==> src/rtl/button_events.sv <==
// ============================================================================
//  Module      : button_events
//  Description : Turns a debounced button level into one-cycle short-press,
//                long-press and auto-repeat pulses, plus a "press tracked"
//                level for the time-setting logic.
//  Revision    : 1.0 - initial release
// ============================================================================
`default_nettype none

module button_events #(
   parameter int LONG_TICKS   = 12500,
   parameter int REPEAT_TICKS = 2500,
   parameter int CNT_W        = 14
) (
   input  logic i_clk,
   input  logic i_rst,
   input  logic i_btn,
   output logic o_short,
   output logic o_long,
   output logic o_repeat,
   output logic o_held
);

   typedef enum logic [1:0] {
      S_LOCKOUT = 2'd0,
      S_IDLE    = 2'd1,
      S_SHORT   = 2'd2,
      S_REPEAT  = 2'd3
   } state_t;

   // Match points at which the hold/repeat counter is reloaded to zero.
   localparam logic [CNT_W-1:0] c_LONG_LAST   = CNT_W'(LONG_TICKS - 1);
   localparam logic [CNT_W-1:0] c_REPEAT_LAST = CNT_W'(REPEAT_TICKS - 1);
   localparam logic [CNT_W-1:0] c_CNT_ZERO    = '0;
   localparam logic [CNT_W-1:0] c_CNT_ONE     = CNT_W'(1);

   state_t           state_q, state_d;
   logic [CNT_W-1:0] cnt_q,   cnt_d;
   logic             short_q, short_d;
   logic             long_q,  long_d;
   logic             rep_q,   rep_d;
   logic             held_q,  held_d;

   // State, counter and registered pulse outputs; reset lands in LOCKOUT so a
   // button held through reset is ignored until it is released.
   always_ff @(posedge i_clk or posedge i_rst) begin
      if (i_rst) begin
         state_q <= S_LOCKOUT;
         cnt_q   <= c_CNT_ZERO;
         short_q <= 1'b0;
         long_q  <= 1'b0;
         rep_q   <= 1'b0;
         held_q  <= 1'b0;
      end else begin
         state_q <= state_d;
         cnt_q   <= cnt_d;
         short_q <= short_d;
         long_q  <= long_d;
         rep_q   <= rep_d;
         held_q  <= held_d;
      end
   end

   // Next-state, counter and pulse decode; release is tested before the
   // threshold so a release on the threshold sample still counts as short.
   always_comb begin
      state_d = state_q;
      cnt_d   = cnt_q;
      short_d = 1'b0;
      long_d  = 1'b0;
      rep_d   = 1'b0;

      case (state_q)
         S_LOCKOUT: begin
            if (!i_btn) begin
               state_d = S_IDLE;
               cnt_d   = c_CNT_ZERO;
            end
         end

         S_IDLE: begin
            if (i_btn) begin
               state_d = S_SHORT;
               cnt_d   = c_CNT_ONE;
            end
         end

         S_SHORT: begin
            if (!i_btn) begin
               short_d = 1'b1;
               state_d = S_IDLE;
               cnt_d   = c_CNT_ZERO;
            end else if (cnt_q == c_LONG_LAST) begin
               long_d  = 1'b1;
               state_d = S_REPEAT;
               cnt_d   = c_CNT_ZERO;
            end else begin
               cnt_d   = cnt_q + c_CNT_ONE;
            end
         end

         S_REPEAT: begin
            if (!i_btn) begin
               state_d = S_IDLE;
               cnt_d   = c_CNT_ZERO;
            end else if (cnt_q == c_REPEAT_LAST) begin
               rep_d   = 1'b1;
               cnt_d   = c_CNT_ZERO;
            end else begin
               cnt_d   = cnt_q + c_CNT_ONE;
            end
         end

         default: begin
            state_d = S_LOCKOUT;
            cnt_d   = c_CNT_ZERO;
         end
      endcase

      // "Held" reflects where the press tracker is going, not where it is.
      held_d = (state_d == S_SHORT) || (state_d == S_REPEAT);
   end

   assign o_short  = short_q;
   assign o_long   = long_q;
   assign o_repeat = rep_q;
   assign o_held   = held_q;

endmodule

`default_nettype wire

==> config.mk <==
export PLATFORM = sky130hd
export DESIGN_NAME = button_events
export DESIGN_NICKNAME = d
export VERILOG_FILES = /design/src/rtl/button_events.sv
export SDC_FILE = /design/constraint.sdc
export NUM_CORES = 1
export LEC_CHECK = 0
export ABC_AREA = 1
export CAP_MARGIN = 25
export CORE_MARGIN = 2
export CORE_UTILIZATION = 50
export DETAILED_ROUTE_END_ITERATION = 10
export PLACE_DENSITY = 0.71
export SLEW_MARGIN = 20
export SYNTH_ARGS = -nofsm -noshare
export SYNTH_HDL_FRONTEND = slang
export SYNTH_SLANG_ARGS = --single-unit
==> constraint.sdc <==
create_clock -name i_clk -period 1.9 [get_ports i_clk]
set_clock_uncertainty 0.1 [all_clocks]
set_input_delay 0.38 -clock i_clk [delete_from_list [all_inputs] [get_ports i_clk]]
set_output_delay 0.38 -clock i_clk [all_outputs]
set_load 0.01 [all_outputs]
### Word-level counts from Yosys, hierarchy flattened

Cells that the tools add are included.
Widths: inputs -> output; s select.

* $add $sub $neg: 1
* equality and inequality tests: 9
* mux-type cells: 20
* reductions and logical operators: 4

Operators by type and width (number)
* $mux 14: 6
* $pmux 14 s4: 1
* $add 14x1->14 const B: 1
* $eq 14x12->1 const B: 1
* $eq 14x14->1 const B: 1
* $eq 2x2->1 const B: 4
* $mux 1: 8
* $mux 2: 4
* $pmux 2 s3: 1
* $ne 2x2->1 const B: 2
* $eq 2x1->1 const B: 1
* $logic_not 2->1: 1
* $reduce_and 2->1: 1
* $reduce_or 2->1: 1
* $logic_or 1x1->1: 1

* flip-flop bits (word level): 20
* input bits: 3
* output and inout port bits: 4
* logic and storage cells: 40

### Depth between registers and ports, before layout

Gate-level depths: netlist of the first run.

* depth in word-level cells: 6
* gate-level depth with buffers: 11
* mapped depth without buffers: 11

### Least setup slack after synthesis of the first run

OpenSTA, ideal clock, no wires.

* kind: register to register
* start point: register, netlist name o_held
* end point: register cnt_q[9]
* library setup time: 0.122 ns
* arrival: 1.364 ns
* data required time: 1.678 ns
* path slack: 0.314 ns
* cell stages (with the launch flop): 11
* path buffers: 0
* clock period less this slack: 1.586 ns
* path through: dfrtp_1 > inv_1 > ha_1 > inv_1 > nand2_2 > nand2_4 > nand2_2 > nor2_1 > nand2_1 > o21ai_1 > a21oi_2

RTL lines
* to (signal assigned): RTL line 49 `cnt_q <= c_CNT_ZERO;`
* to (signal assigned): RTL line 56 `cnt_q <= cnt_d;`
* to (decl): RTL line 38 `logic [CNT_W-1:0] cnt_q, cnt_d;`

### Final worst setup path of the first run

* start point: register held_q (netlist: o_held)
* end point: output o_held

RTL lines
* from (decl): RTL line 42 `logic held_q, held_d;`
* from (signal assigned): RTL line 60 `held_q <= held_d;`
* to (decl): RTL line 21 `output logic o_held`

No word-level cell between the ends.

==> results of run 1 <==
what timing repair did:
item,in CTS,in global routing
resized for setup,0,1
endpoints found under the setup margin,0,1
buffers inserted,0,1
power breakdown:
group | leakage (uW) | switching (uW) | total (uW) | internal (uW)
Clock | 0.0000177 | 132 | 210 | 78.7
Sequential | 0.000259 | 49.8 | 503 | 453
Combinational | 0.000320 | 337 | 554 | 217
Total | 0.000596 | 518 | 1270 | 749
sequential cells by signal (all words and copies together), names as in the netlist:
signal    count
cnt_q        14
o_held        1
o_long        1
o_repeat      1
o_short       1
state_q       1
routing by layer:
metal / global-route usage (%) / vias up / part of all wire (%)
met2: 33.5 / 29 / 49
met5: 0 / - / 0
met4: 13.0 / 0 / 2.3
li1: - / 556 / -
met1: 27.6 / 529 / 44
met3: 3.23 / 8 / 3.9
cell families (layout without fill, tap and decap cells):
logic type	Yosys count	in the layout
compound gates	23	23
xor+xnor	5	5
fa+ha+maj	6	6
buf+inv	26	39
flops	19	19
simple gates	92	92
final cells by class:
| type | count | area (sq um) | area share [%] |
|---|---|---|---|
| Tap cell | 30 | 37.5 | 2.62 |
| Clock buffer | 3 | 22.5 | 1.57 |
| Clock inverter | 1 | 5.00 | 0.350 |
| Sequential cell | 19 | 477 | 33.3 |
| Multi-Input combinational cell | 126 | 697 | 48.7 |
| Timing Repair Buffer | 12 | 105 | 7.35 |
| Inverter | 23 | 86.3 | 6.04 |
synth_stat cells (all sizes together):
library cell / number
dfrtp: 19
nor2: 28
nand3: 11
nand2: 50
inv: 21
nor3: 1
buf: 3
clkinv: 2
o21a: 1
o21bai: 1
nand4: 1
o21ai: 5
a21oi: 16
xor2: 5
ha: 6
or2: 1
metrics by stage:
stage / util (%) / cells / setup slack [ns] / area [sq um] / hold WS (ns)
after floorplan: - / 171 / 0.314 / 1300 / 0.231
after global placement: 56.3 / 209 / 0.0775 / 1390 / 0.399
after detailed placement: 56.3 / 209 / 0.0200 / 1390 / 0.417
after CTS: 57.4 / 213 / 0.100 / 1420 / 0.273
after global routing: 57.7 / 214 / 0.0385 / 1430 / 0.315
final: 57.7 / 214 / 0.173 / 1430 / 0.269
worst min-delay path: cells and delay by family:
kind | cells | cell delay (ns)
buffers and inverters | 3 | 0.70
placed cells by master, fill, tap and decap left out:
cell,synthesis,layout
a21oi_1,6,6
a21oi_2,10,10
buf_4,1,6
clkbuf_4,0,3
clkdlybuf4s50_1,0,6
clkinv_1,2,2
clkinv_2,0,1
dfrtp_1,19,18
dfrtp_2,0,1
ha_1,6,6
inv_1,17,17
inv_2,4,4
nand2_1,40,40
nand2_2,7,7
nand2_4,3,3
nand3_1,10,10
nand3_2,1,1
nand4_1,1,1
nor2_1,24,24
nor2_2,4,4
nor3_1,1,1
o21a_1,1,1
o21ai_1,5,5
o21bai_1,1,1
or2_2,1,1
xor2_1,5,5
worst max path at each step:
stage                                 from                   end  slack (ns)
after floorplan           o_held$_DFF_PP0_  cnt_q[9]$_DFFE_PP0P_        0.31
after global placement               i_btn  cnt_q[2]$_DFFE_PP0P_        0.08
after detailed placement             i_btn  cnt_q[2]$_DFFE_PP0P_        0.02
after CTS                 o_held$_DFF_PP0_                o_held        0.10
after global routing      o_held$_DFF_PP0_  cnt_q[2]$_DFFE_PP0P_        0.04
final                     o_held$_DFF_PP0_                o_held        0.17
==> impl_metrics.json, run 1 <==
{
  "antennaDiodeCount": 0,
  "drc": 0,
  "ys_seq_area_share_pct": 36.6,
  "rrSetupSlack_ns": 0.18,
  "r2r_end": "cnt_q[2]$_DFFE_PP0P_",
  "synth_compound_area_share_pct": 12.2,
  "r2r.worst_path.cells": 10,
  "cp.depth": 1,
  "synth_fa_ha_area_share_pct": 5.79,
  "cts-hold-fix-buffers": 0,
  "cp_slowest_cell": "clkdlybuf4s50_1",
  "vias_per_cell": 5.24,
  "grt_antenna_before_repair": 0,
  "critical_path_required_ns": 1.42,
  "grt_use_total_pct": 21.3,
  "grt_pass1_vias": 1046,
  "synth_area_per_cell_sq_um": 7.59,
  "cts_root_buf": "clkbuf_4",
  "synth_top_area_share_pct": 36.6,
  "routed_wl_microns": 2620,
  "io_buffers": 6,
  "hpwl_microns": 1990,
  "coreArea_sq_um": 2480,
  "drv_slew": 0,
  "p_leak_uw": 0.000596,
  "start_kind": "register",
  "worstSetupPathType": "reg -> out",
  "ir_drop_v": 0.000688,
  "grt_max_degree": 20,
  "final_nets": 194,
  "synth_area_leaders": "dfrtp_1, nand2_1, nor2_1, a21oi_2, ha_1",
  "slew_headroom_pct": 82.9,
  "synth_top_family_by_area": "simple AND/OR/NAND/NOR gates",
  "nFillCells": 249,
  "start_util_pct": 52.4,
  "synth_cells": 171,
  "max_stage_delay_ns": 0.55,
  "status": "finished clean",
  "hold_path_class": "in -> async",
  "powerDensity_nw_per_um2": 886,
  "drive_above_1_share_pct": 22.3,
  "wl_per_cell_microns": 12.2,
  "top_level_ports": 7,
  "worstPathCellList": "clkdlybuf4s50_1",
  "ant_nets": 0,
  "tightest_slew_ns": 0.256,
  "syn-num-nets": 180,
  "first_pass_iters": 4,
  "syn_to_final_growth_pct": 10.2,
  "cts_made_buffers": 3,
  "place_congestion": 0.891,
  "yosysTopAreaCell": "dfrtp_1",
  "vias": 1122,
  "grt_setup_unrepaired": "false",
  "core.rowCount": 18,
  "path_clk_slew_ns": 0.12,
  "h-tree-depth": 1,
  "fmax_mhz": 579,
  "crit_fanout": 4,
  "cp_top_family": "buffers and inverters",
  "synth_xor_area_share_pct": 3.38,
  "drt-initial-drc-count": 27,
  "cts_tree": "yes",
  "finalPower_uw": 1270,
  "tns_ns": 0,
  "arrival_ns": 1.25,
  "fin_crit_sh_pct": 90.9,
  "cts_sinks": 19,
  "setup_violations": 0,
  "worst-path-buf-inv": 1,
  "die_h_microns": 54.9,
  "maxCapViolations": 0,
  "syn_area_sq_um": 1300,
  "synth.area.mux_share_pct": 0,
  "clk_path_buf_depth": 2,
  "insertion_delay_ns": 0.31,
  "cp-end-kind": "primary output",
  "synth_cell_types": 24,
  "r2r_start": "o_held$_DFF_PP0_",
  "grt_overflow": 0,
  "ys_ff_latch": 19,
  "finalHoldViolations": 0,
  "die_area_sq_um": 3020,
  "yosys_warnings": 0,
  "yosys.area_share.simple_pct": 32.4,
  "die_w_microns": 54.9,
  "fin_crit_ns": 1.73,
  "grt_pass1_wl_microns": 4500
}
Note: power is estimated with default switching activity, not from simulation.
==> inputs of run 2 (changes only) <==
CORE_MARGIN = default   (was 2)
CTS_BUF_LIST = sky130_fd_sc_hd__clkbuf_4 sky130_fd_sc_hd__clkbuf_8   (was default)
==> run 2 against run 1 <==
Effect of this change:
- non-clock buffer count is 1 lower
- count of clock-buffer cells in the layout increased by 1
- clock power rose by 6%
- critical endpoint unchanged
==> impl_metrics.json, run 2 (synthesis gave the netlist of run 1 again) <==
{
  "finalHoldViolations": 0,
  "drt-initial-drc-count": 15,
  "start_util_pct": 52.9,
  "fin_hold_ws_ns": 0.282,
  "die_w_microns": 52.9,
  "hold_path_class": "in -> async",
  "utilization_pct": 58.2,
  "grt_max_degree": 20,
  "syn_to_final_growth_pct": 10.1,
  "vias_per_cell": 5.08,
  "regMostFlops": "cnt_q",
  "cts_made_buffers": 3,
  "grt_use_total_pct": 21.8,
  "worst-path-buf-inv": 1,
  "seqCellArea_sq_um": 478,
  "p_leak_uw": 0.000590,
  "tightest_slew_ns": 0.250,
  "ir_drop_v": 0.000920,
  "cp.depth": 1,
  "arrival_ns": 1.26,
  "cts_tree": "yes",
  "final_cell_mix": "nand2_1, nor2_1, inv_1, dfrtp_1",
  "cp-end-kind": "primary output",
  "routed_wl_microns": 2550,
  "postCtsSetupBuffers": 0,
  "cts_sinks": 19,
  "cp_slowest_cell": "clkdlybuf4s50_1",
  "maxCapViolations": 0,
  "dpl-instance-area_sq_um": 1390,
  "crit_fanout": 5,
  "multiInputGateArea_sq_um": 699,
  "grt_pass1_vias": 1033,
  "first_pass_iters": 4,
  "grt_overflow": 0,
  "powerDensity_nw_per_um2": 895,
  "grt_pass1_wl_microns": 4350,
  "top_level_ports": 7,
  "cts_resized": 0,
  "cts_root_buf": "clkbuf_4",
  "grt_antenna_before_repair": 0,
  "insertion_delay_ns": 0.30,
  "status": "finished clean",
  "max_stage_delay_ns": 0.54,
  "io_buffers": 6,
  "nFillCells": 224,
  "die_h_microns": 52.9,
  "r2r.worst_path.cells": 10,
  "vias": 1083,
  "die_area_sq_um": 2800,
  "largest_register_ffs": 14,
  "setup_violations": 0,
  "wl_per_cell_microns": 12.0,
  "core.rowCount": 18,
  "place_congestion": 0.846,
  "drive_above_1_share_pct": 23.0,
  "start_kind": "register",
  "stdcell_area_sq_um": 1430,
  "finalPower_uw": 1280,
  "antennaDiodeCount": 0,
  "cp_top_family": "buffers and inverters",
  "hpwl_microns": 1980,
  "fin_crit_sh_pct": 91.7,
  "path_clk_slew_ns": 0.11,
  "cts-hold-fix-buffers": 0,
  "clk_path_buf_depth": 2,
  "fmax_mhz": 574,
  "worstPathCellList": "clkdlybuf4s50_1",
  "tns_ns": 0,
  "ant_nets": 0,
  "slew_headroom_pct": 83.3,
  "h-tree-depth": 1,
  "final_nets": 193,
  "critical_path_required_ns": 1.42,
  "coreArea_sq_um": 2450,
  "worstSetupPathType": "reg -> out",
  "fin_crit_ns": 1.74,
  "grt_setup_unrepaired": "false",
  "final_common_cell": "nand2_1",
  "drv_slew": 0,
  "drc": 0
}
-- run 2: power breakdown --
| group | total [uW] | leakage (uW) | internal, uW | switching, uW |
|---|---|---|---|---|
| clock | 222 | 0.0000184 | 96.1 | 126 |
| sequential | 512 | 0.000257 | 455 | 57.3 |
| combinational | 544 | 0.000315 | 209 | 335 |
| total | 1280 | 0.000590 | 760 | 519 |
-- run 2: cell type report --
class                   instances  share of cell area [%]
multi-input cells             126                    48.9
flip-flops and latches         19                    33.5
repair buffers                 11                    6.83
inverters                      23                    6.04
well taps                      30                    2.63
clock buffers                   4                    2.10
-- run 2: worst paths after layout --
path	startpoint	endpoint	slack, ns
worst max-delay path	o_held$_DFF_PP0_	o_held	0.16
worst max register to register	o_held$_DFF_PP0_	cnt_q[2]$_DFFE_PP0P_	0.17
min in group i_clk	cnt_q[1]$_DFFE_PP0P_	cnt_q[1]$_DFFE_PP0P_	0.43
max in group asynchronous	i_rst	state_q[0]$_DFF_PP0_	1.19
worst min register to register	cnt_q[1]$_DFFE_PP0P_	cnt_q[1]$_DFFE_PP0P_	0.43
worst min-delay path	i_rst	cnt_q[1]$_DFFE_PP0P_	0.28
-- run 2: metal layers --
layer / wire length, microns / GRT usage [%]
met1: 1240 / 26.7
met4: 29 / 6.58
met3: 67 / 4.31
met5: 0 / 0
met2: 1220 / 38.2
-- run 2: per-stage QoR --
step           setup WS (ns)  std cells
3_3_place_gp          0.0927        209
3_5_place_dp          0.0473        209
5_1_grt              0.00745        213
6_report               0.158        213
4_1_cts                0.108        213
2_1_floorplan          0.314        171
==> inputs of run 3 (changes only) <==
CELL_PAD_IN_SITES_DETAIL_PLACEMENT = 0   (was default)
CELL_PAD_IN_SITES_GLOBAL_PLACEMENT = 1   (was default)
CORE_UTILIZATION = 45   (was 50)
PLACE_DENSITY = 0.83   (was 0.71)
==> run 3 against run 2 <==
Effect of this change:
- sequential share of layout area fell by 0.66 points
- global-route usage fell by 2.9 points
- combinational power rose by 7.5%
- clock power rose by 2%
- via count fell by 1.6%
- wire length rose by 2.6%
- worst setup slack improved by 0.013 ns
- critical path type unchanged
- largest cell class unchanged
- largest power group unchanged
- highest routed layer unchanged
==> impl_metrics.json, run 3 (synthesis gave the netlist of run 1 again) <==
{
  "cp-end-kind": "primary output",
  "setup_ws_ns": 0.172,
  "maxCapViolations": 0,
  "grt_antenna_before_repair": 0,
  "tightest_slew_ns": 0.245,
  "die_w_microns": 55.7,
  "grt_max_degree": 20,
  "drv_slew": 0,
  "switching_share_pct": 39.9,
  "grt_overflow": 0,
  "final_nets": 195,
  "antennaDiodeCount": 0,
  "insertion_delay_ns": 0.31,
  "die_area_sq_um": 3100,
  "final_cell_mix": "nand2_1, nor2_1, dfrtp_1",
  "cts_made_buffers": 3,
  "vias": 1066,
  "routed_wl_microns": 2620,
  "slew_headroom_pct": 83.7,
  "crit_fanout": 4,
  "drc": 0,
  "cts_sinks": 19,
  "cp_slowest_cell": "clkdlybuf4s50_1",
  "wl_per_cell_microns": 12.1,
  "first_pass_iters": 4,
  "grt_use_total_pct": 18.9,
  "arrival_ns": 1.25,
  "regMostFlops": "cnt_q",
  "grt_pass1_wl_microns": 4460,
  "cts_root_buf": "clkbuf_4",
  "r2r_end": "cnt_q[9]$_DFFE_PP0P_",
  "fin_hold_ws_ns": 0.275,
  "seq_power_share_pct": 38.3,
  "comb_power_share_pct": 44.5,
  "p_leak_uw": 0.000606,
  "path_clk_slew_ns": 0.11,
  "critical_path_required_ns": 1.42,
  "fin_crit_sh_pct": 91.0,
  "rrSetupSlack_ns": 0.20,
  "top_level_ports": 7,
  "cts-hold-fix-buffers": 0,
  "r2r_start": "o_held$_DFF_PP0_",
  "worstSetupPathType": "reg -> out",
  "core.rowCount": 19,
  "powerDensity_nw_per_um2": 904,
  "finalHoldViolations": 0,
  "fin_crit_ns": 1.73,
  "syn_to_final_growth_pct": 12.1,
  "largest_register_ffs": 14,
  "r2r.worst_path.cells": 10,
  "max_stage_delay_ns": 0.55,
  "io_buffers": 6,
  "intPower_uw": 790,
  "coreArea_sq_um": 2730,
  "drt-initial-drc-count": 21,
  "vias_per_cell": 4.94,
  "place_congestion": 0.803,
  "start_util_pct": 47.5,
  "worstPathCellList": "clkdlybuf4s50_1",
  "power_frac_clock_pct": 17.3,
  "netSwitchingPower_uw": 525,
  "setup_violations": 0,
  "fmax_mhz": 579,
  "status": "finished clean",
  "start_kind": "register",
  "grt_setup_unrepaired": "false",
  "cp_top_family": "buffers and inverters",
  "drive_above_1_share_pct": 22.7,
  "final_common_cell": "nand2_1",
  "h-tree-depth": 1,
  "grt_pass1_vias": 998,
  "dp_slack_ns": -0.0224,
  "cts_tree": "yes",
  "ant_nets": 0,
  "die_h_microns": 55.7,
  "ir_drop_v": 0.000738,
  "clk_path_buf_depth": 2,
  "hpwl_microns": 2040,
  "hold_path_class": "in -> async",
  "worst-path-buf-inv": 1,
  "utilization_pct": 53.2
}
## run 3: cell types whose count changed in the layout (fill, tap and decap cells not counted)
cell,delta
dfrtp_2,-1
buf_4,+1
nor2_2,-1
dfrtp_1,+1
nor2_1,+1
buf_12,+1
## run 3: what timing repair did
action,4_1_cts,5_1_grt
resized for setup,0,1
setup buffers,0,1
endpoints found under the setup margin,0,1
## run 3: worst max-delay path by stage
stage	from	to	slack [ns]	cells after the start
2_1_floorplan	o_held$_DFF_PP0_	cnt_q[9]$_DFFE_PP0P_	0.31	10
4_1_cts	o_held$_DFF_PP0_	o_held	0.11	1
3_5_place_dp	i_btn	cnt_q[9]$_DFFE_PP0P_	-0.02	8
6_report	o_held$_DFF_PP0_	o_held	0.17	1
5_1_grt	o_held$_DFF_PP0_	cnt_q[9]$_DFFE_PP0P_	0.05	10
3_3_place_gp	i_btn	cnt_q[11]$_DFFE_PP0P_	0.03	7
## run 3: routing by layer
metal	track usage (%)	vias to the layer above	share of wire (%)	wire [microns]
li1	-	559	-	-
met1	26.8	488	51	1340
met2	27.5	14	44	1160
met3	4.19	5	2.7	71
met4	8.21	0	1.7	45
met5	0	-	0	0
## run 3: worst reg2reg max path, delay by kind of cell (launching register included)
family	cells	cell delay [ns]
buffers and inverters	2	0.18
AND/OR/NAND/NOR	5	0.50
AO/OA/AOI/OAI	2	0.20
adder cells (fa/ha/maj)	1	0.21
flip-flops	1	0.40
## run 3: power by group through the flow
stage / Sequential, uW / Clock [uW] / Combinational [uW]
3_5_place_dp: 512 / 0 / 571
5_1_grt: 513 / 252 / 653
2_1_floorplan: 508 / 0 / 436
3_3_place_gp: 509 / 0 / 559
6_report: 503 / 227 / 585
4_1_cts: 504 / 236 / 572
## run 3: metrics by stage
stage | cells | power (uW) | cell area, sq um | TNS (ns)
final | 216 | 1310 | 1450 | 0
after global routing | 216 | 1420 | 1450 | 0
after CTS | 215 | 1310 | 1450 | 0
after detailed placement | 211 | 1080 | 1420 | -0.0224
after global placement | 211 | 1070 | 1420 | 0
after floorplan | 171 | 944 | 1300 | 0
## run 3: layout make-up
| cell class | instances | area, sq um |
|---|---|---|
| timing repair buffer | 13 | 125 |
| multi-input combinational | 126 | 697 |
| inverter | 23 | 86.3 |
| clock buffer | 4 | 30.0 |
| sequential | 19 | 477 |
| fill | 275 | 1280 |
| tap | 31 | 38.8 |
